File: src/rtl/alu_pkg.sv
`default_nettype none
// ============================================================================
// Module      : alu_pkg
// Description : Shared mode/select encodings and the flag bundle for the
//               pipelined ALU (alu_core, alu_pipe).
// Revision    : 1.0 - initial release
// ============================================================================
package alu_pkg;

   localparam logic MODE_ARITH = 1'b0;
   localparam logic MODE_LOGIC = 1'b1;

   // Arithmetic functions: result = X + Y + cin
   localparam logic [3:0] SEL_INC_A                = 4'd0;
   localparam logic [3:0] SEL_INC_A_OR_B           = 4'd1;
   localparam logic [3:0] SEL_INC_A_OR_NB          = 4'd2;
   localparam logic [3:0] SEL_MINUS_ONE            = 4'd3;
   localparam logic [3:0] SEL_A_PLUS_A_AND_NB      = 4'd4;
   localparam logic [3:0] SEL_A_OR_B_PLUS_A_AND_NB = 4'd5;
   localparam logic [3:0] SEL_A_MINUS_B            = 4'd6;
   localparam logic [3:0] SEL_A_AND_NB_MINUS_ONE   = 4'd7;
   localparam logic [3:0] SEL_A_PLUS_A_AND_B       = 4'd8;
   localparam logic [3:0] SEL_A_PLUS_B             = 4'd9;
   localparam logic [3:0] SEL_A_OR_NB_PLUS_A_AND_B = 4'd10;
   localparam logic [3:0] SEL_A_AND_B_MINUS_ONE    = 4'd11;
   localparam logic [3:0] SEL_A_PLUS_A             = 4'd12;
   localparam logic [3:0] SEL_A_OR_B_PLUS_A        = 4'd13;
   localparam logic [3:0] SEL_A_OR_NB_PLUS_A       = 4'd14;
   localparam logic [3:0] SEL_A_MINUS_ONE          = 4'd15;

   // Logic functions
   localparam logic [3:0] SEL_NOT_A       = 4'd0;
   localparam logic [3:0] SEL_NOR         = 4'd1;
   localparam logic [3:0] SEL_NOT_A_AND_B = 4'd2;
   localparam logic [3:0] SEL_ZERO        = 4'd3;
   localparam logic [3:0] SEL_NAND        = 4'd4;
   localparam logic [3:0] SEL_NOT_B       = 4'd5;
   localparam logic [3:0] SEL_XOR         = 4'd6;
   localparam logic [3:0] SEL_A_AND_NOT_B = 4'd7;
   localparam logic [3:0] SEL_NOT_A_OR_B  = 4'd8;
   localparam logic [3:0] SEL_XNOR        = 4'd9;
   localparam logic [3:0] SEL_PASS_B      = 4'd10;
   localparam logic [3:0] SEL_AND         = 4'd11;
   localparam logic [3:0] SEL_ONES        = 4'd12;
   localparam logic [3:0] SEL_A_OR_NOT_B  = 4'd13;
   localparam logic [3:0] SEL_OR          = 4'd14;
   localparam logic [3:0] SEL_PASS_A      = 4'd15;

   typedef struct packed {
      logic carry;
      logic zero;
      logic neg;
      logic ovf;
   } alu_flags_t;

endpackage
`default_nettype wire

File: src/rtl/alu_core.sv
`default_nettype none
// ============================================================================
// Module      : alu_core
// Description : Purely combinational WIDTH-bit ALU, 16 arithmetic and 16
//               logic functions with carry/zero/negative/overflow flags.
// Revision    : 1.0 - initial release
// ============================================================================
module alu_core
   import alu_pkg::*;
#(
   parameter int WIDTH = 16
) (
   input  logic [WIDTH-1:0] i_a,
   input  logic [WIDTH-1:0] i_b,
   input  logic [3:0]       i_select,
   input  logic             i_mode,
   input  logic             i_cin,
   output logic [WIDTH-1:0] o_result,
   output alu_flags_t       o_flags
);

   localparam logic [WIDTH-1:0] C_ONES = '1;

   logic [WIDTH-1:0] w_x;
   logic [WIDTH-1:0] w_y;
   logic [WIDTH-1:0] w_logic;
   logic [WIDTH:0]   w_sum;

   // Adder operand pair and logic result for the selected function
   always_comb begin
      w_x     = i_a;
      w_y     = '0;
      w_logic = '0;
      case (i_select)
         SEL_INC_A:                begin w_x = i_a;          w_y = '0;          end
         SEL_INC_A_OR_B:           begin w_x = i_a | i_b;    w_y = '0;          end
         SEL_INC_A_OR_NB:          begin w_x = i_a | ~i_b;   w_y = '0;          end
         SEL_MINUS_ONE:            begin w_x = C_ONES;       w_y = '0;          end
         SEL_A_PLUS_A_AND_NB:      begin w_x = i_a;          w_y = i_a & ~i_b;  end
         SEL_A_OR_B_PLUS_A_AND_NB: begin w_x = i_a | i_b;    w_y = i_a & ~i_b;  end
         SEL_A_MINUS_B:            begin w_x = i_a;          w_y = ~i_b;        end
         SEL_A_AND_NB_MINUS_ONE:   begin w_x = i_a & ~i_b;   w_y = C_ONES;      end
         SEL_A_PLUS_A_AND_B:       begin w_x = i_a;          w_y = i_a & i_b;   end
         SEL_A_PLUS_B:             begin w_x = i_a;          w_y = i_b;         end
         SEL_A_OR_NB_PLUS_A_AND_B: begin w_x = i_a | ~i_b;   w_y = i_a & i_b;   end
         SEL_A_AND_B_MINUS_ONE:    begin w_x = i_a & i_b;    w_y = C_ONES;      end
         SEL_A_PLUS_A:             begin w_x = i_a;          w_y = i_a;         end
         SEL_A_OR_B_PLUS_A:        begin w_x = i_a | i_b;    w_y = i_a;         end
         SEL_A_OR_NB_PLUS_A:       begin w_x = i_a | ~i_b;   w_y = i_a;         end
         default:                  begin w_x = i_a;          w_y = C_ONES;      end
      endcase
      case (i_select)
         SEL_NOT_A:       w_logic = ~i_a;
         SEL_NOR:         w_logic = ~(i_a | i_b);
         SEL_NOT_A_AND_B: w_logic = ~i_a & i_b;
         SEL_ZERO:        w_logic = '0;
         SEL_NAND:        w_logic = ~(i_a & i_b);
         SEL_NOT_B:       w_logic = ~i_b;
         SEL_XOR:         w_logic = i_a ^ i_b;
         SEL_A_AND_NOT_B: w_logic = i_a & ~i_b;
         SEL_NOT_A_OR_B:  w_logic = ~i_a | i_b;
         SEL_XNOR:        w_logic = ~(i_a ^ i_b);
         SEL_PASS_B:      w_logic = i_b;
         SEL_AND:         w_logic = i_a & i_b;
         SEL_ONES:        w_logic = C_ONES;
         SEL_A_OR_NOT_B:  w_logic = i_a | ~i_b;
         SEL_OR:          w_logic = i_a | i_b;
         default:         w_logic = i_a;
      endcase
   end

   // Sum is one bit wider than the operands so bit WIDTH is the carry-out
   assign w_sum = {1'b0, w_x} + {1'b0, w_y} + {{WIDTH{1'b0}}, i_cin};

   // Final result and flags; logic functions never carry or overflow
   always_comb begin
      o_result      = w_sum[WIDTH-1:0];
      o_flags.carry = w_sum[WIDTH];
      o_flags.ovf   = (w_x[WIDTH-1] == w_y[WIDTH-1]) && (w_sum[WIDTH-1] != w_x[WIDTH-1]);
      if (i_mode == MODE_LOGIC) begin
         o_result      = w_logic;
         o_flags.carry = 1'b0;
         o_flags.ovf   = 1'b0;
      end
      o_flags.zero = (o_result == '0);
      o_flags.neg  = o_result[WIDTH-1];
   end

endmodule
`default_nettype wire

File: src/rtl/alu_pipe.sv
`default_nettype none
// ============================================================================
// Module      : alu_pipe
// Description : Two-stage valid/ready pipelined ALU with accumulator and
//               stored carry for multi-word chaining.
// Revision    : 1.0 - initial release
// ============================================================================
module alu_pipe
   import alu_pkg::*;
#(
   parameter int WIDTH = 16
) (
   input  logic             clk,
   input  logic             rst,
   input  logic             in_valid,
   output logic             in_ready,
   input  logic [WIDTH-1:0] in_a,
   input  logic [WIDTH-1:0] in_b,
   input  logic [3:0]       in_select,
   input  logic             in_mode,
   input  logic             in_cin,
   input  logic             in_use_acc,
   input  logic             in_use_carry,
   output logic             out_valid,
   input  logic             out_ready,
   output logic [WIDTH-1:0] alu_out,
   output logic             out_carry,
   output logic             out_zero,
   output logic             out_neg,
   output logic             out_ovf
);

   logic [WIDTH-1:0] r_acc;
   logic             r_carry;
   logic             r_s1_valid;
   logic [WIDTH-1:0] r_s1_result;
   alu_flags_t       r_s1_flags;
   logic             r_out_valid;
   logic [WIDTH-1:0] r_out_result;
   alu_flags_t       r_out_flags;

   logic [WIDTH-1:0] w_a;
   logic             w_cin;
   logic [WIDTH-1:0] w_result;
   alu_flags_t       w_flags;
   logic             w_s2_adv;
   logic             w_s1_adv;
   logic             w_accept;

   assign w_a   = in_use_acc   ? r_acc   : in_a;
   assign w_cin = in_use_carry ? r_carry : in_cin;

   alu_core #(
      .WIDTH (WIDTH)
   ) u_core (
      .i_a      (w_a),
      .i_b      (in_b),
      .i_select (in_select),
      .i_mode   (in_mode),
      .i_cin    (w_cin),
      .o_result (w_result),
      .o_flags  (w_flags)
   );

   // An empty output stage always advances, so stage 1 moves exactly when stage 2 does
   assign w_s2_adv = !r_out_valid || out_ready;
   assign w_s1_adv = w_s2_adv;
   assign in_ready = !r_s1_valid || w_s1_adv;
   assign w_accept = in_valid && in_ready;

   // Accumulator and stored carry follow every accepted op so the next op can chain
   always_ff @(posedge clk or posedge rst) begin
      if (rst) begin
         r_acc   <= '0;
         r_carry <= 1'b0;
      end else if (w_accept) begin
         r_acc   <= w_result;
         r_carry <= w_flags.carry;
      end
   end

   // Stage 1 captures the result computed in the accept cycle
   always_ff @(posedge clk or posedge rst) begin
      if (rst) begin
         r_s1_valid  <= 1'b0;
         r_s1_result <= '0;
         r_s1_flags  <= '0;
      end else if (in_ready) begin
         r_s1_valid <= w_accept;
         if (w_accept) begin
            r_s1_result <= w_result;
            r_s1_flags  <= w_flags;
         end
      end
   end

   // Output stage holds its contents while the downstream stalls
   always_ff @(posedge clk or posedge rst) begin
      if (rst) begin
         r_out_valid  <= 1'b0;
         r_out_result <= '0;
         r_out_flags  <= '0;
      end else if (w_s2_adv) begin
         r_out_valid <= r_s1_valid;
         if (r_s1_valid) begin
            r_out_result <= r_s1_result;
            r_out_flags  <= r_s1_flags;
         end
      end
   end

   assign out_valid = r_out_valid;
   assign alu_out   = r_out_result;
   assign out_carry = r_out_flags.carry;
   assign out_zero  = r_out_flags.zero;
   assign out_neg   = r_out_flags.neg;
   assign out_ovf   = r_out_flags.ovf;

endmodule
`default_nettype wire
File: config.mk
export PLATFORM = sky130hd
export DESIGN_NAME = alu_pipe
export DESIGN_NICKNAME = d
export VERILOG_FILES = /design/src/rtl/alu_pkg.sv /design/src/rtl/alu_core.sv /design/src/rtl/alu_pipe.sv
export SDC_FILE = /design/constraint.sdc
export NUM_CORES = 1
export LEC_CHECK = 0
export ABC_AREA = 1
export CAP_MARGIN = 10
export CELL_PAD_IN_SITES_DETAIL_PLACEMENT = 2
export CELL_PAD_IN_SITES_GLOBAL_PLACEMENT = 2
export CORE_ASPECT_RATIO = 0.75
export CORE_UTILIZATION = 30
export DETAILED_ROUTE_END_ITERATION = 6
export PLACE_DENSITY_LB_ADDON = 0.1
export SLEW_MARGIN = 40
export SYNTH_ARGS = -nofsm -noshare
export SYNTH_HDL_FRONTEND = slang
export SYNTH_SLANG_ARGS = --single-unit
File: constraint.sdc
create_clock -name clk -period 3.2 [get_ports clk]
set_input_delay 0.96 -clock clk [delete_from_list [all_inputs] [get_ports clk]]
set_output_delay 0.96 -clock clk [all_outputs]
set_load 0.05 [all_outputs]
==> metrics.md, run 1 <==
| Metric | Value |
|---|---|
| Mux contribution to synthesized area | 0.829% |
| Die X | 176 µm |
| Synth Cell Area | 6790 µm² |
| Error msg | [ERROR DPL-0033] detailed placement checks failed during check placement. |
| Primary FF master, synth | dfrtp_1 |
| Synth Area in Compound Gates | 16.2% |
| Simple-Gate Fraction of Synth Area | 39.3% |
| DIE HEIGHT | 132 µm |
| Largest family of logic cells by synthesized area | simple AND/OR/NAND/NOR gates |
| Port Buffers | 65 |
| Area share of fa/ha/maj cells after synthesis | 15.2% |
| Cells after Synth | 1197 |
| Status | stopped before the end |
| Syn Area/Cell | 5.67 µm² |
| Dpl hpwl | 40.1 mm |
| IO Pins | 66 |
| Stop stage | detailed placement |
| Syn nets | 1322 |
| Post-synthesis async set-or-reset flop share | 100% |
| EDFF count, synth | 0 |
| Ys Warns | 0 |
| Initial Util | 30.7% |
| Row cnt | 47 |
| #FFs+latches synth | 40 |
| Xor and xnor area share after synthesis | 0.258% |
| Routability Congestion | 0.940 |
| Post-synth cell types | 39 |
| Seq/Total Area, Yosys | 14.7% |
cell families after synthesis:
group,Yosys count
mux,5
simple gates,652
xor+xnor,2
compound gates,187
buf+inv,230
flops,40
fa+ha+maj,81
through the flow:
stage	instances	TNS [ns]	hold WS, ns
floorplan	1197	-0.340	0.438
global placement	1848	-21.73	0.466
Yosys cell counts (2+ instances only):
| library cell | n | area [µm²] |
|---|---|---|
| and2_1 | 2 | 12.5 |
| a221oi_1 | 17 | 149 |
| dfrtp_1 | 40 | 1000 |
| nand3_1 | 69 | 345 |
| o211ai_1 | 15 | 113 |
| o22ai_1 | 27 | 169 |
| nand2_2 | 4 | 25.0 |
| o2111ai_1 | 3 | 26.3 |
| nand4_1 | 10 | 62.6 |
| inv_1 | 189 | 709 |
| buf_6 | 3 | 33.8 |
| nor3_1 | 14 | 70.1 |
| clkinv_1 | 3 | 11.3 |
| buf_4 | 3 | 22.5 |
| buf_2 | 11 | 55.1 |
| mux2_2 | 5 | 56.3 |
| a21oi_1 | 40 | 200 |
| o21ai_1 | 6 | 30.0 |
| nand2_1 | 404 | 1520 |
| ha_1 | 79 | 988 |
| inv_2 | 3 | 11.3 |
| nand3b_1 | 4 | 30.0 |
| o21ai_2 | 2 | 17.5 |
| o21ai_0 | 74 | 370 |
| clkbuf_1 | 17 | 63.8 |
| fa_1 | 2 | 40.0 |
| or2_2 | 8 | 50.1 |
| nor2_2 | 5 | 31.3 |
| nor2_1 | 128 | 480 |
==> run 2: changes to the inputs <==
--- a/config.mk
+++ b/config.mk
@@ -7,12 +7,9 @@
 export LEC_CHECK = 0
 export ABC_AREA = 1
 export CAP_MARGIN = 10
-export CELL_PAD_IN_SITES_DETAIL_PLACEMENT = 2
-export CELL_PAD_IN_SITES_GLOBAL_PLACEMENT = 2
-export CORE_ASPECT_RATIO = 0.75
-export CORE_UTILIZATION = 30
+export CORE_UTILIZATION = 20
 export DETAILED_ROUTE_END_ITERATION = 6
-export PLACE_DENSITY_LB_ADDON = 0.1
+export PLACE_DENSITY_LB_ADDON = 0.15
 export SLEW_MARGIN = 40
 export SYNTH_ARGS = -nofsm -noshare
 export SYNTH_HDL_FRONTEND = slang
==> metrics.md, run 2 <==
| Metric | Value |
|---|---|
| Most frequent cells in the layout | buf_4 (334), nand2_1 (305), inv_1 (131), nor2_1 (101), nand2_2 (62) |
| Final setup margin | -0.484 ns |
| DRT Pass-1 Iters | 5 |
| Clock latency on the worst-skew pair | 0.28 ns |
| Drc violations | 0 |
| Primary FF master, synth | dfrtp_1 |
| # setup viols final | 17 |
| Top cells by count, synth | nand2_1 (404), inv_1 (189), nor2_1 (128) |
| Syn Area/Cell | 5.67 µm² (unchanged) |
| Most frequent cell after synthesis | nand2_1 |
| Antenna violation net count after detailed routing | 0 |
| CTS tree | yes |
| Maximum VDD drop | 0.000338 V |
| CTS Buffer Depth | 2 |
| First-pass GRT wire length | 56.7 mm |
| Post-synth cell types | 39 (unchanged) |
| Row cnt | 67 (+43%) |
| Top post-synthesis cells by area | nand2_1 (22%), dfrtp_1 (15%), ha_1 (15%), inv_1 (10%), nor2_1 (7.1%) |
| Ys Warns | 0 (unchanged) |
| Most common cell after layout, fill and taps aside | buf_4 |
| Worst slew margin | 60.7% |
| Port Buffers | 65 (unchanged) |
| Synth Cell Area | 6790 µm² (unchanged) |
| Failing checks | setup timing |
| Period utilisation layout | 115% |
| Status | finished, violations left |
| Die area | 34700 µm² |
| #FFs+latches synth | 40 (unchanged) |
| Die X | 186 µm (+6.0%) |
| Worst setup EP type | flip-flop |
| CTS buffer count | 5 |
| Critical path startpoint category | primary input |
| Depth of the CTS H-tree | 2 |
| Hold crit path type | reg2reg |
| FMAX | 0.271 GHz |
| Seq/Total Area, Yosys | 14.7% (unchanged) |
| Routability Congestion | 0.934 (-0.61%) |
| Initial Util | 20.3% (-10 points) |
| R2R Setup Slk | -0.01 ns |
| Hold_ws | 0.482 ns |
| Total power | 0.00540 W |
| Power Density | 398 nW/µm² |
| Max cap viols | 0 |
| Unrepaired setup endpoints after global routing | yes |
| Worst-path clk slew | 0.06 ns |
| Synthesis-to-layout area growth | 99.7% |
| Root buffer cell | clkbuf_16 |
| Vias in the first global route | 9324 |
| Layout cell share with drive strength beyond 1 | 47.8% |
| Cts hold-fix bufs | 0 |
| DIE HEIGHT | 186 µm (+41%) |
| Gr ovfl total | 0 |
| DR vias | 9605 |
| EDFF count, synth | 0 (unchanged) |
| Num Clock Sinks | 40 |
| Initial antenna violation count | 1 |
| Post-layout minimum cycle time | 3.68 ns |
| Leak Pwr | 6.67 nW |
| CP Class | in2reg |
| Setup Skew | 0.00574 ns |
| Syn nets | 1322 (unchanged) |
| Worst-margin pin slew | 0.587 ns |
| Core Region | 33400 µm² |
| Vias per cell | 4.60 |
| Critical path arrival | 3.90 ns |
| IO Pins | 66 (unchanged) |
| Largest net degree at the start of global routing | 30 |
| Antenna cell count | 0 |
| Total global-route track usage | 22.3% |
| Cells after Synth | 1197 (unchanged) |
| Dpl hpwl | 29.5 mm (-26%) |
| Critical Path RT | 3.42 ns |
| Share of the synthesized area in the top cell type | 22.3% (unchanged) |
| Area leader, netlist | nand2_1 |
| Fin. Hold Viols | 0 |
| Max-slew violations | 0 |
| Initial DRC count | 589 |
| Post-synthesis async set-or-reset flop share | 100% (unchanged) |
| Layout net count | 1766 |
| Wire length per cell | 18.6 µm |
| Post-Route WL | 38.9 mm |
| Max reg flops | 16 |
| Worst-path fanout max | 8 |
-- run 2: cell counts after synthesis --
No cell type changed its count.
-- run 2: layer usage --
metal  track usage [%]  wire, µm  vias up
met4              8.59      1690        0
met2              37.2     17900      279
li1                  -         -     4722
met3              1.87      1610       86
met1              29.8     17700     4518
met5                 0         0        -
-- run 2: area by class of cell --
cell class | count | area, µm²
well taps | 448 | 561
multi-input cells | 927 | 6830
fillers | 3467 | 19900
repair buffers | 472 | 4210
flip-flops and latches | 40 | 1000
clock inverters | 3 | 18.8
clock buffers | 5 | 125
inverters | 195 | 815
-- run 2: kinds of logic (layout without fill, tap and decap cells) --
family / count (synthesis) / after routing / share of synthesized area, %
flip-flops: 40 / 40 / 14.7
AO/OA/AOI/OAI: 187 / 187 / 16.2
XOR/XNOR: 2 / 2 / 0.258
adder cells (fa/ha/maj): 81 / 81 / 15.2
multiplexers: 5 / 5 / 0.829
buffers and inverters: 230 / 675 / 13.6
AND/OR/NAND/NOR: 652 / 652 / 39.3
-- run 2: worst paths after layout --
kind | startpoint | to | cells past startpoint
max | in_use_acc | r_s1_flags[2]$_DFFE_PP0P_ | 26
min | alu_out[13]$_DFFE_PP0P_ | alu_out[13]$_DFFE_PP0P_ | 2
max reg2reg | r_s1_result[9]$_DFFE_PP0P_ | r_s1_flags[2]$_DFFE_PP0P_ | 23
min reg2reg | alu_out[13]$_DFFE_PP0P_ | alu_out[13]$_DFFE_PP0P_ | 2
max in group asynchronous | rst | r_s1_result[7]$_DFFE_PP0P_ | 3
min in group asynchronous | rst | alu_out[9]$_DFFE_PP0P_ | 2
-- run 2: what timing repair did --
item,in CTS,in global routing
gates resized for setup,318,224
gates cloned,4,0
setup endpoints to repair,19,19
pin swaps,115,120
setup buffers,59,21
-- run 2: worst max-delay path, cell delays in order --
cell and delay (ns):
buf_8 0.11, buf_12 0.14, buf_12 0.13, o21ai_4 0.25
buf_4 0.16, buf_4 0.12, ha_1 0.19, o22ai_1 0.12
nor3_2 0.18, a21oi_2 0.07, ha_4 0.34, nand2_2 0.07
nand2_2 0.07, nand2_2 0.07, nand2_4 0.09, buf_6 0.09
inv_1 0.04, nand2_1 0.05, nand2_1 0.05, nand3_1 0.07
nand2_2 0.09, nor2_1 0.11, nand2_1 0.06, nor2_1 0.09
nand3_1 0.08, nand2_1 0.07
-- run 2: report_power, final --
group | switching (W) | internal (W)
Clock | 0.000199 | 0.000287
Combinational | 0.00228 | 0.00186
Sequential | 0.000106 | 0.000664
-- run 2: through the flow --
step	setup TNS (ns)	std cells	util, %	setup WS (ns)	instance area [µm²]
6_report	-5.48	2090	40.5	-0.484	13600
5_1_grt	-7.62	2090	40.5	-0.645	13600
3_5_place_dp	-22.76	2011	32.3	-1.51	10800
4_1_cts	-5.95	2080	37.7	-0.492	12600
3_3_place_gp	-22.74	2011	32.3	-1.51	10800
2_1_floorplan	-0.340	1197	-	-0.206	7150
Power figures use the tool's default switching activity.
==> run 3: changes to the inputs <==
--- a/config.mk
+++ b/config.mk
@@ -6,7 +6,8 @@
 export NUM_CORES = 1
 export LEC_CHECK = 0
 export ABC_AREA = 1
-export CAP_MARGIN = 10
+export CAP_MARGIN = 30
+export CORE_ASPECT_RATIO = 1.75
 export CORE_UTILIZATION = 20
 export DETAILED_ROUTE_END_ITERATION = 6
 export PLACE_DENSITY_LB_ADDON = 0.15
==> metrics.md, run 3 (synthesis results as in run 2) <==
| Metric | Value |
|---|---|
| Synthesis-to-layout area growth | 89.5% |
| Gr ovfl total | 0 (unchanged) |
| Core Region | 33100 µm² (-0.92%) |
| Setup Skew | 0.00486 ns (-0.000884 ns) |
| Cell Count, Final, Fillers Out | 2067 (-1.1%) |
| Routability Congestion | 0.948 (+1.5%) |
| Filler instances | 3529 (+1.8%) |
| Worst-margin pin slew | 0.794 ns (+0.206 ns) |
| Die X | 141 µm (-24%) |
| Status | finished, violations left |
| Post-Route WL | 38.3 mm (-1.4%) |
| Num Clock Sinks | 40 (unchanged) |
| Placed Cells | 2000 (-0.55%) |
| Register area | 1000 µm² (unchanged) |
| Critical Path Start | in_use_acc |
| Failing checks | setup timing |
| Fin. Hold Viols | 0 (unchanged) |
| Antenna violation net count after detailed routing | 0 (unchanged) |
| Antenna cell count | 0 (unchanged) |
| Max reg flops | 16 (unchanged) |
| Row cnt | 88 (+31%) |
| Drc violations | 0 (unchanged) |
| CTS buffer count | 5 (unchanged) |
| Worst-path clk slew | 0.06 ns (about the same) |
| Hold crit path type | reg2reg |
| Critical path startpoint category | primary input |
| Initial Util | 20.5% (+0.19 points) |
| Hold_ws | 0.483 ns (+0.00176 ns) |
| Max-slew violations | 0 (unchanged) |
| Vias per cell | 4.53 (-1.4%) |
| Period utilisation layout | 113% (-2.0 points) |
| DP Worst Slack | -1.70 ns (-0.194 ns) |
| FMAX | 0.276 GHz (+1.8%) |
| Root buffer cell | clkbuf_16 |
| Most frequent cells in the layout | buf_4 (327), nand2_1 (323), inv_1 (147), nor2_1 (100), nand2_2 (53) |
| Wire length per cell | 18.5 µm (-0.31%) |
| FF-to-FF Start | r_acc[0]$_DFFE_PP0P_ |
| Layout cell share with drive strength beyond 1 | 43.7% (-4.1 points) |
| CP Capture Point | r_s1_flags[2]$_DFFE_PP0P_ |
| Unrepaired setup endpoints after global routing | yes |
| Leak Pwr | 6.42 nW (-3.8%) |
| Worst setup EP type | flip-flop |
| Depth of the CTS H-tree | 2 (unchanged) |
| Power Density | 395 nW/µm² (-0.66%) |
| Port Buffers | 65 (unchanged) |
| Critical Path RT | 3.43 ns (about the same) |
| Die area | 34700 µm² (about the same) |
| Most common cell after layout, fill and taps aside | buf_4 |
| R2R Path End | r_s1_flags[2]$_DFFE_PP0P_ |
| Area of the multi-input gates | 6400 µm² (-6.3%) |
| # setup viols final | 17 (unchanged) |
| Layout net count | 1741 (-1.4%) |
| Worst-path fanout max | 6 (-2) |
| DR vias | 9366 (-2.5%) |
| CTS tree | yes |
| R2R Setup Slk | 0.08 ns (+0.09 ns) |
| IO Pins | 66 (unchanged) |
| DRT Pass-1 Iters | 5 (unchanged) |
| Worst slew margin | 47.0% (-14 points) |
| Dpl hpwl | 31.2 mm (+5.8%) |
| First-pass GRT wire length | 56.8 mm (about the same) |
| Total power | 0.00509 W (-5.7%) |
| Initial DRC count | 454 (-23%) |
| Post-layout minimum cycle time | 3.62 ns (-0.0637 ns) |
| DIE HEIGHT | 246 µm (+32%) |
| Critical path arrival | 3.85 ns (-0.05 ns) |
| Vias in the first global route | 9486 (+1.7%) |
| CP Class | in2reg |
| Final setup margin | -0.421 ns (+0.0637 ns) |
| Largest net degree at the start of global routing | 41 (+37%) |
| Cts hold-fix bufs | 0 (unchanged) |
| Initial antenna violation count | 0 (-1) |
| Max cap viols | 0 (unchanged) |
| Reg2Reg Depth | 22 (-4.3%) |
| Total global-route track usage | 22.2% (-0.17 points) |
| CTS Buffer Depth | 2 (unchanged) |
| Maximum VDD drop | 0.000218 V (-36%) |
| Clock latency on the worst-skew pair | 0.29 ns (about the same) |
## run 3: how the worst min path moves through the flow
stage | from | endpoint | cells after the start
finish | alu_out[3]$_DFFE_PP0P_ | alu_out[3]$_DFFE_PP0P_ | 2
global route | r_s1_flags[2]$_DFFE_PP0P_ | r_s1_flags[2]$_DFFE_PP0P_ | 2
CTS | alu_out[13]$_DFFE_PP0P_ | alu_out[13]$_DFFE_PP0P_ | 2
detailed placement | alu_out[13]$_DFFE_PP0P_ | alu_out[13]$_DFFE_PP0P_ | 2
global placement | alu_out[11]$_DFFE_PP0P_ | alu_out[11]$_DFFE_PP0P_ | 2
floorplan | r_s1_flags[2]$_DFFE_PP0P_ | r_s1_flags[2]$_DFFE_PP0P_ | 2
## run 3: power breakdown
group          internal (W)  switching (W)  leakage, nW
Sequential         0.000664      0.0000924        0.505
Clock              0.000307       0.000198       0.0766
Combinational       0.00169        0.00213         5.84
## run 3: what timing repair did
item | CTS | global route
pin swaps | 107 | 59
resized for setup | 340 | 89
buffers inserted | 42 | 17
cloned | 4 | 0
endpoints found under the setup margin | 19 | 18
endpoints found under the hold margin | 0 | 0
## run 3: cell type report
class / instances / area share, %
well taps: 450 / 4.38
repair inverters: 1 / 0.0681
flip-flops and latches: 40 / 7.78
clock inverters: 2 / 0.0778
inverters: 195 / 6.22
multi-input cells: 927 / 49.7
clock buffers: 6 / 1.08
repair buffers: 446 / 30.7
## run 3: per-stage QoR
| stage | util, % | TNS [ns] | instance area, µm² |
|---|---|---|---|
| global route | 38.8 | -6.59 | 12900 |
| global placement | 32.5 | -24.88 | 10800 |
| finish | 38.8 | -4.34 | 12900 |
| CTS | 37.4 | -3.91 | 12400 |
| floorplan | - | -0.340 | 7150 |
| detailed placement | 32.5 | -24.31 | 10800 |
## run 3: worst max-delay path, stage by stage
cell	delay [ns]
buf_16	0.14
buf_16	0.15
nand2_8	0.06
nand2_8	0.12
inv_8	0.05
ha_4	0.16
o2111ai_4	0.22
o22ai_2	0.11
fa_2	0.40
fa_2	0.39
inv_2	0.10
nand2_2	0.07
nand3_4	0.09
buf_6	0.11
nand2_4	0.05
nand2_2	0.07
nand2_2	0.06
nand3_2	0.06
nand2_2	0.05
nor2_2	0.11
nand2_1	0.07
nor2_2	0.11
nand3_2	0.07
nand2_1	0.06
## run 3: per-layer routing
metal	vias up	global-route usage, %	wire length, µm
li1	4656	-	-
met1	4383	22.1	13900
met2	232	44.3	21100
met3	95	0.857	903
met4	0	13.7	2470
met5	-	0	0
==> run 4: changes to the inputs <==
--- a/config.mk
+++ b/config.mk
@@ -11,7 +11,7 @@
 export CORE_UTILIZATION = 20
 export DETAILED_ROUTE_END_ITERATION = 6
 export PLACE_DENSITY_LB_ADDON = 0.15
-export SLEW_MARGIN = 40
+export SLEW_MARGIN = 20
 export SYNTH_ARGS = -nofsm -noshare
 export SYNTH_HDL_FRONTEND = slang
 export SYNTH_SLANG_ARGS = --single-unit
==> metrics.md, run 4 (synthesis results as in run 2) <==
| Metric | Value |
|---|---|
| Wire length per cell | 18.5 µm (about the same) |
| Max reg flops | 16 (unchanged) |
| Area of the multi-input gates | 6330 µm² (-1.1%) |
| Layout net count | 1732 (-0.52%) |
| Post-layout minimum cycle time | 3.61 ns (-0.0156 ns) |
| CP Capture Point | r_s1_flags[2]$_DFFE_PP0P_ |
| Reg2Reg Depth | 23 (+4.5%) |
| CTS buffer count | 5 (unchanged) |
| Slowest cell on crit path | ha_2 |
| Worst setup EP type | flip-flop |
| R2R Path End | r_s1_flags[2]$_DFFE_PP0P_ |
| Hold crit path type | reg2reg |
| Core Region | 33100 µm² (unchanged) |
| Fin. Hold Viols | 0 (unchanged) |
| Worst slew margin | 35.9% (-11 points) |
| Clock latency on the worst-skew pair | 0.28 ns (about the same) |
| FF-to-FF Start | r_s1_result[10]$_DFFE_PP0P_ |
| Critical path arrival | 3.83 ns (-0.02 ns) |
| Post-Route WL | 38.1 mm (-0.45%) |
| DIE HEIGHT | 246 µm (unchanged) |
| Die X | 141 µm (unchanged) |
| Period utilisation layout | 113% (-0.49 points) |
| DR vias | 9342 (-0.26%) |
| Die area | 34700 µm² (unchanged) |
| Gr ovfl total | 0 (unchanged) |
| Filler instances | 3563 (+0.96%) |
| Unrepaired setup endpoints after global routing | yes |
| Placed inst area | 10800 µm² (about the same) |
| Initial antenna violation count | 0 (unchanged) |
| Leak Pwr | 6.35 nW (-1.0%) |
| Total global-route track usage | 21.8% (-0.39 points) |
| Initial DRC count | 461 (+1.5%) |
| Critical-path cell list | buf_12 -> buf_16 -> nand2_2 -> nand2_4 -> ha_4 -> nand3_1 -> o21ai_1 -> a221oi_1 -> o211ai_1 -> ha_2 -> nand2_4 -> buf_6 -> nor2_4 -> nand2_2 -> nand3_4 -> nand2_1 -> nand2_1 -> nor2_1 -> nor2_2 -> nand3_1 -> nor2_2 -> nand3_2 -> nand2_1 |
| Crit path depth | 23 (-4.2%) |
| Antenna violation net count after detailed routing | 0 (unchanged) |
| Maximum VDD drop | 0.000211 V (-3.1%) |
| Synthesis-to-layout area growth | 87.2% |
| Critical path startpoint category | primary input |
| Max-slew violations | 0 (unchanged) |
| Finished Cell Area | 12700 µm² (-1.2%) |
| Antenna cell count | 0 (unchanged) |
| CP bufs+invs | 3 (-2) |
| Drc violations | 0 (unchanged) |
| Depth of the CTS H-tree | 2 (unchanged) |
| Worst-path fanout max | 10 (+4) |
| Max cap viols | 0 (unchanged) |
| CTS tree | yes |
| Slowest stage delay, CP | 0.44 ns (+0.04 ns) |
| CP Class | in2reg |
| Critical Path RT | 3.43 ns (about the same) |
| Most common cell after layout, fill and taps aside | buf_4 |
| IO Pins | 66 (unchanged) |
| Cell repeated most along the worst path | nand2_1 |
| Routability Congestion | 0.948 (unchanged) |
| Root buffer cell | clkbuf_16 |
| Setup Skew | 0.00548 ns (+0.000623 ns) |
| Failing checks | setup timing |
| Met2 usage | 43.2% (-1.1 points) |
| R2R Setup Slk | 0.12 ns (+0.04 ns) |
| Power Density | 392 nW/µm² (-0.91%) |
| Register area | 1000 µm² (unchanged) |
| Most frequent cells in the layout | buf_4 (322), nand2_1 (321), inv_1 (142), nor2_1 (105), nand2_2 (55) |
| CTS Buffer Depth | 2 (unchanged) |
| Status | finished, violations left |
| Cell Count, Final, Fillers Out | 2058 (-0.44%) |
| Vias per cell | 4.54 (+0.18%) |
| Placed Cells | 2000 (unchanged) |
| Num Clock Sinks | 40 (unchanged) |
| Initial Util | 20.5% (unchanged) |
| DRT Pass-1 Iters | 5 (unchanged) |
| Total power | 0.00498 W (-2.1%) |
| Worst-margin pin slew | 0.958 ns (+0.164 ns) |
| Largest net degree at the start of global routing | 41 (unchanged) |
| FMAX | 0.277 GHz (+0.43%) |
| # setup viols final | 16 (-1) |
| Row cnt | 88 (unchanged) |
| Vias in the first global route | 9415 (-0.75%) |
| First-pass GRT wire length | 55.9 mm (-1.5%) |
| Layout cell share with drive strength beyond 1 | 43.3% (-0.44 points) |
| Port Buffers | 65 (unchanged) |
| Dpl hpwl | 31.2 mm (about the same) |
| Cell family with most CP delay | simple AND/OR/NAND/NOR gates |
| Routing usage on met1 | 22.0% (-0.18 points) |
| Busiest grt layer | met2 |
| Critical Path Start | in_use_acc |
| Global-route track usage on met3 | 1.25% (+0.39 points) |
| Worst-path clk slew | 0.06 ns (about the same) |
| Final setup margin | -0.405 ns (+0.0156 ns) |
## run 4: cell types whose count changed in the layout (fill, tap and decap cells not counted), sizes merged
cell,previous run,this run
buf,387,377
clkbuf,6,8
clkinvlp,2,3
clkinv,7,6
dlymetal6s2s,0,2
dlygate4sd2,23,19
clkdlybuf4s15,4,5
## run 4: repair_timing
action                     4_1_cts  5_1_grt
setup buffers                   37        9
setup endpoints to repair       19       18
hold buffers                     0        0
resized for setup              304      106
cloned                           2        2
pin swaps                      102       42
## run 4: report_power, final
group	switching [W]	internal [W]	total, W
clock	0.000195	0.000307	0.000502
combinational	0.00207	0.00164	0.00372
sequential	0.0000923	0.000664	0.000756
## run 4: routing by layer
layer | part of all wire (%) | wire, µm
met1 | 36 | 13700
met5 | 0 | 0
met4 | 6.4 | 2430
met2 | 55 | 20900
met3 | 2.9 | 1120
## run 4: area by class of cell
class | instances | share of cell area, %
clock buffers | 6 | 1.09
clock inverters | 2 | 0.0788
repair buffers | 437 | 30.4
flip-flops and latches | 40 | 7.88
well taps | 450 | 4.43
repair inverters | 1 | 0.0492
inverters | 195 | 6.26
multi-input cells | 927 | 49.8
## run 4: worst min path at each step
stage                     slack [ns]  cells past startpoint                       from                         to
after global placement          0.47                      2    alu_out[11]$_DFFE_PP0P_    alu_out[11]$_DFFE_PP0P_
final                           0.48                      2    alu_out[14]$_DFFE_PP0P_    alu_out[14]$_DFFE_PP0P_
after detailed placement        0.48                      2    alu_out[13]$_DFFE_PP0P_    alu_out[13]$_DFFE_PP0P_
after global routing            0.52                      2     alu_out[7]$_DFFE_PP0P_     alu_out[7]$_DFFE_PP0P_
after floorplan                 0.44                      2  r_s1_flags[2]$_DFFE_PP0P_  r_s1_flags[2]$_DFFE_PP0P_
after CTS                       0.49                      2    alu_out[13]$_DFFE_PP0P_    alu_out[13]$_DFFE_PP0P_
## run 4: stage by stage
stage	util, %	setup TNS, ns	worst slack (ns)	hold slack [ns]
5_1_grt	38.3	-6.54	-0.588	0.522
3_5_place_dp	32.5	-24.25	-1.70	0.476
4_1_cts	36.7	-4.20	-0.406	0.490
3_3_place_gp	32.5	-24.88	-1.77	0.468
2_1_floorplan	-	-0.340	-0.206	0.438
6_report	38.3	-4.19	-0.405	0.484
## run 4: tightest hold or removal path: stages, from the launching register on
cell	delay (ns)
dfrtp_1	0.34
nand2_1	0.05
o21ai_0	0.06
==> RTL edit 1: new RTL, config.mk and constraints of run 4 <==
`WIDTH` is set to 16 in 2 places; all go to 32. Comments in the files are not updated.
--- a/src/rtl/alu_core.sv
+++ b/src/rtl/alu_core.sv
@@ -10,3 +10,3 @@
 #(
-   parameter int WIDTH = 16
+   parameter int WIDTH = 32
 ) (
--- a/src/rtl/alu_pipe.sv
+++ b/src/rtl/alu_pipe.sv
@@ -10,3 +10,3 @@
 #(
-   parameter int WIDTH = 16
+   parameter int WIDTH = 32
 ) (
Ports: changed (resized alu_out, in_a and in_b); port bits go from 66 to 114. The function was not compared with the original's and may differ.
==> RTL edit 1 against run 4 <==
The run still ends with negative setup slack left. Synthesized cell count grew 85%. Count of clock-buffer cells in the layout grew 5. Worst setup slack lost 0.47 ns. Clock skew grew 0.0028 ns. Design area grew 89%. Routed wire length grew 110%. First-iteration DRC count grew to 2.5 times the old value. Non-clock buffer count grew 363. Power grew 110%. Hold slack lost 0.0015 ns. Synthesized area grew 87%. Sequential cell count grew 32. Cell count grew 81%. Highest routed layer unchanged.
==> RTL edit 1: results (changes against run 4) <==
hold crit path type flop to flop; first-pass iteration count of the detailed router 6 (+1); final setup violation count 34 (+18); commonest cells in the netlist nand2_1 (688), inv_1 (312), nor2_1 (207); VDD IR max 0.5438 mV (+160%); worst path arrival time 4.37 ns (+0.54 ns); input/output buffers 113 (+74%); Skew-Pair Late Insertion Delay 0.35 ns (+0.07 ns); Hold Startpoint alu_out[30]$_DFFE_PP0P_; flop2flop setup slack -0.30 ns (-0.42 ns); CP max FO 6 (-4); Area contributors post-synth nand2_1 (20%), ha_1 (16%), dfrtp_1 (14%); share of layout cells above drive strength 1 44.26% (+0.98 points); CTS Buf Count 9 (+4); Starting DRT DRC Count 1,168 (+150%); Post-layout nets 3,167 (+83%); final RePlAce weighted congestion 0.9687 (+2.2%); vias in the first global route 18.61k (+98%); H-tree levels 3 (+1); Clock Skew 0.008323 ns (+0.002841 ns); largest net degree at the start of global routing 57 (+39%); fillers 6,587 (+85%); LEAKAGE 11.57 nW (+82%); failing checks negative setup slack; Hold Path Sink alu_out[30]$_DFFE_PP0P_; final WL 78,340 um (+110%); DP Area 0.01981 mm^2 (+84%); worst setup margin -0.8763 ns (-0.4712 ns); reg-to-reg critical path startpoint r_s1_result[0]$_DFFE_PP0P_; setup TNS -19.31 ns (-15.12 ns); Largest register FFs 32 (+16); number of antenna diodes 0 (unchanged); GRT Resource Usage Total 24.09% (+2.3 points); Placement Setup Slack -2.091 ns (-0.3942 ns); DP Wirelength 61,600 um (+97%); post-synth net total 2,449 (+85%); status finished, violations left
[RTL edit 1: changes by cell type in the layout (fill, tap and decap cells not counted), moves of 35 or more]
cell,change
buf_4,+244
nand2_1,+200
inv_1,+90
o21ai_0,+74
nand2_2,+56
nor2_1,+54
clkdlybuf4s50_1,+42
ha_1,+40
buf_6,+38
o22ai_1,+37
buf_12,+35
[RTL edit 1: logic make-up after synthesis]
| family | after synthesis | share of synthesized area [%] |
|---|---|---|
| AND/OR/NAND/NOR | 1096 | 35.32 |
| AO/OA/AOI/OAI | 469 | 21.84 |
| buffers and inverters | 412 | 12.43 |
| adder cells (fa/ha/maj) | 161 | 16.02 |
| flip-flops | 72 | 14.22 |
| XOR/XNOR | 1 | 0.06914 |
| multiplexers | 1 | 0.08887 |
[RTL edit 1: worst max-delay path: stages]
cell and delay, ns:
buf_16 0.13, buf_12 0.15, o21ai_4 0.33, inv_4 0.10
ha_4 0.19, inv_6 0.07, o22ai_4 0.07, a2111oi_4 0.44
fa_2 0.31, fa_2 0.25, nor2_4 0.04, o21ai_2 0.13
nand2_2 0.13, buf_6 0.15, o21ai_2 0.12, a21oi_2 0.05
nor2_2 0.14, nand3_2 0.12, nor2_1 0.11, nand2_1 0.09
nor2_4 0.11, nand3_1 0.08, nand2_1 0.06
[RTL edit 1: where the power goes]
part / internal [mW] / switching (mW) / total [mW]
Combinational: 3.55 / 4.51 / 8.05
Clock: 0.702 / 0.402 / 1.10
Sequential: 1.20 / 0.130 / 1.33
[RTL edit 1: layout make-up]
class                      instances  share of cell area [%]
multi-input combinational       1728                   51.36
clock buffer                      11                   1.008
timing repair buffer             800                   30.44
sequential                        72                   7.485
clock inverter                     5                  0.3327
inverter                         319                   5.219
tap                              799                   4.153
[RTL edit 1: metrics by stage]
stage | hold slack [ns] | power (mW) | cells | utilization (%)
after detailed placement | 0.4741 | 7.459 | 3618 | 31.75
after global placement | 0.4677 | 7.444 | 3618 | 31.75
final | 0.4826 | 10.49 | 3734 | 38.59
after CTS | 0.4893 | 9.868 | 3711 | 36.63
after global routing | 0.5091 | 11.13 | 3734 | 38.59
after floorplan | 0.4452 | 4.441 | 2212 | -
[RTL edit 1: metal layers]
layer | part of all wire, % | vias up | GRT usage (%)
met5 | 0 | - | 0
met4 | 6.1 | 0 | 12.82
met3 | 3.6 | 189 | 1.224
met2 | 51 | 597 | 44.50
met1 | 39 | 8599 | 27.26
li1 | - | 8711 | -
[RTL edit 1: timing repair]
action / CTS / global route
setup buffers: 76 / 26
resized for setup: 590 / 267
cloned: 4 / 0
endpoints found under the setup margin: 35 / 34
pin swaps: 199 / 157
==> RTL edit 2: new RTL, config.mk and constraints of run 4 <==
Made on the original files. Register the input `in_mode` before use. The logic sees it one clock later. The other inputs are not delayed to match.
--- a/src/rtl/alu_pipe.sv
+++ b/src/rtl/alu_pipe.sv
@@ -32,2 +32,8 @@
 
+   logic in_mode_q;
+
+   always_ff @(posedge clk) begin
+      in_mode_q <= in_mode;
+   end
+
    logic [WIDTH-1:0] r_acc;
@@ -58,3 +64,3 @@
       .i_select (in_select),
-      .i_mode   (in_mode),
+      .i_mode   (in_mode_q),
       .i_cin    (w_cin),
Check against the original RTL: not equivalent (Yosys sat finds a counterexample within 4 cycles, from zero or initial values and one cycle with rst high).
==> RTL edit 2 against run 4 <==
The run still ends with negative setup slack left. Global-route usage is 0.42 points higher. Die area is 0.29% higher. Design area is 6.4% higher. Worst setup slack worse by 0.062 ns. Cell count is 1.4% higher. Power is 5.7% higher. Fmax is 1.7% lower. Synthesized area is 0.29% higher. Sequential cell count is 1 higher. Sequential share of layout area is 0.33 points lower. Routed wire length is 0.75% higher. Sequential power is 2% higher. Critical path type unchanged. Largest cell class unchanged. Largest power group unchanged.
==> RTL edit 2: results (changes against run 4) <==
Fin Hold WS 0.4789 ns (-0.005155 ns); status finished, violations left; XOR/XNOR share of the synthesized area 0.2573% (-0.00076 points); DP Wirelength 30,420 um (-2.5%); Hold Startpoint alu_out[11]$_DFFE_PP0P_; failing checks negative setup slack; worst setup margin -0.4674 ns (-0.06232 ns); final setup violation count 17 (+1); CP max FO 5 (-5); setup TNS -4.341 ns (-0.1514 ns); largest net degree at the start of global routing 35 (-15%); flop2flop setup slack 0.05 ns (-0.07 ns); Hold Path Sink alu_out[11]$_DFFE_PP0P_; worst reg2reg path depth 21 (-8.7%); final WL 38,430 um (+0.75%); worst path arrival time 3.90 ns (+0.07 ns); VDD IR max 0.2224 mV (+5.5%); Post-layout nets 1,756 (+1.4%); LEAKAGE 6.684 nW (+5.2%); Compound-Gate Fraction of Synth Area 16.14% (-0.048 points); Post-Place Cells 2,005 (+0.25%); mux cell area share after synthesis 0.8271% (-0.0024 points); sequential-to-total area share from yosys stat 15.00% (+0.25 points); adder-cell share of the synthesized area 15.11% (-0.045 points); Starting DRT DRC Count 471 (+2.2%); post-synth net total 1,323 (+0.076%); final RePlAce weighted congestion 0.9013 (-5.0%); cells after synthesis 1,198 (+0.084%); global-route wire length before repair 57,070 um (+2.0%)
## RTL edit 2: power by group
part           internal, mW  switching (mW)  total (mW)  leakage, nW
combinational          1.80            2.20        4.00         6.10
clock                 0.286           0.205       0.491       0.0706
sequential            0.677          0.0913       0.769        0.514
## RTL edit 2: worst reg2reg max path: cells and delay by family (launching register included)
| kind | cells | cell delay (ns) |
|---|---|---|
| adder cells (fa/ha/maj) | 3 | 1.02 |
| buffers and inverters | 2 | 0.14 |
| flip-flops | 1 | 0.40 |
| AND/OR/NAND/NOR | 14 | 1.19 |
| AO/OA/AOI/OAI | 2 | 0.34 |
## RTL edit 2: layout make-up
cell class,instances,area (um^2)
clock inverter,2,10.01
clock buffer,6,128.9
timing repair buffer,460,4131
fill,3627,20110
tap,455,569.3
multi-input combinational,927,6824
sequential,41,1021
inverter,195,819.5
timing repair inverter,1,16.27
## RTL edit 2: cell families (layout without fill, tap and decap cells)
logic type | Yosys count | count (layout)
buffers and inverters | 230 | 664
and+or+nand+nor | 652 | 652
muxes | 5 | 5
AOI/OAI and AO/OA | 187 | 187
adders and majority gates | 81 | 81
DFF | 41 | 41
xor gates and xnor gates | 2 | 2
## RTL edit 2: routing by layer
layer | vias up | track usage, % | wire (um)
li1 | 4706 | - | -
met1 | 4483 | 22.27 | 13680
met2 | 279 | 43.26 | 20570
met3 | 127 | 1.458 | 1340
met4 | 0 | 14.90 | 2836
met5 | - | 0 | 0
## RTL edit 2: what timing repair did
action	CTS	global route
gates cloned	4	0
pin swaps	121	136
hold buffers	0	0
buffers inserted	54	26
gates resized for setup	316	242
endpoints found under the setup margin	19	19
## RTL edit 2: how the worst max path moves through the flow
| stage | startpoint | endpoint | slack, ns | cells after the start |
|---|---|---|---|---|
| after floorplan | in_select[1] | r_s1_flags[2]$_DFFE_PP0P_ | -0.21 | 21 |
| after global placement | in_use_acc | r_s1_flags[2]$_DFFE_PP0P_ | -1.69 | 25 |
| after detailed placement | in_use_acc | r_s1_flags[2]$_DFFE_PP0P_ | -1.62 | 25 |
| after CTS | in_use_acc | r_s1_flags[2]$_DFFE_PP0P_ | -0.47 | 24 |
| after global routing | in_use_acc | r_s1_flags[2]$_DFFE_PP0P_ | -0.61 | 23 |
| final | in_use_acc | r_s1_flags[2]$_DFFE_PP0P_ | -0.47 | 23 |
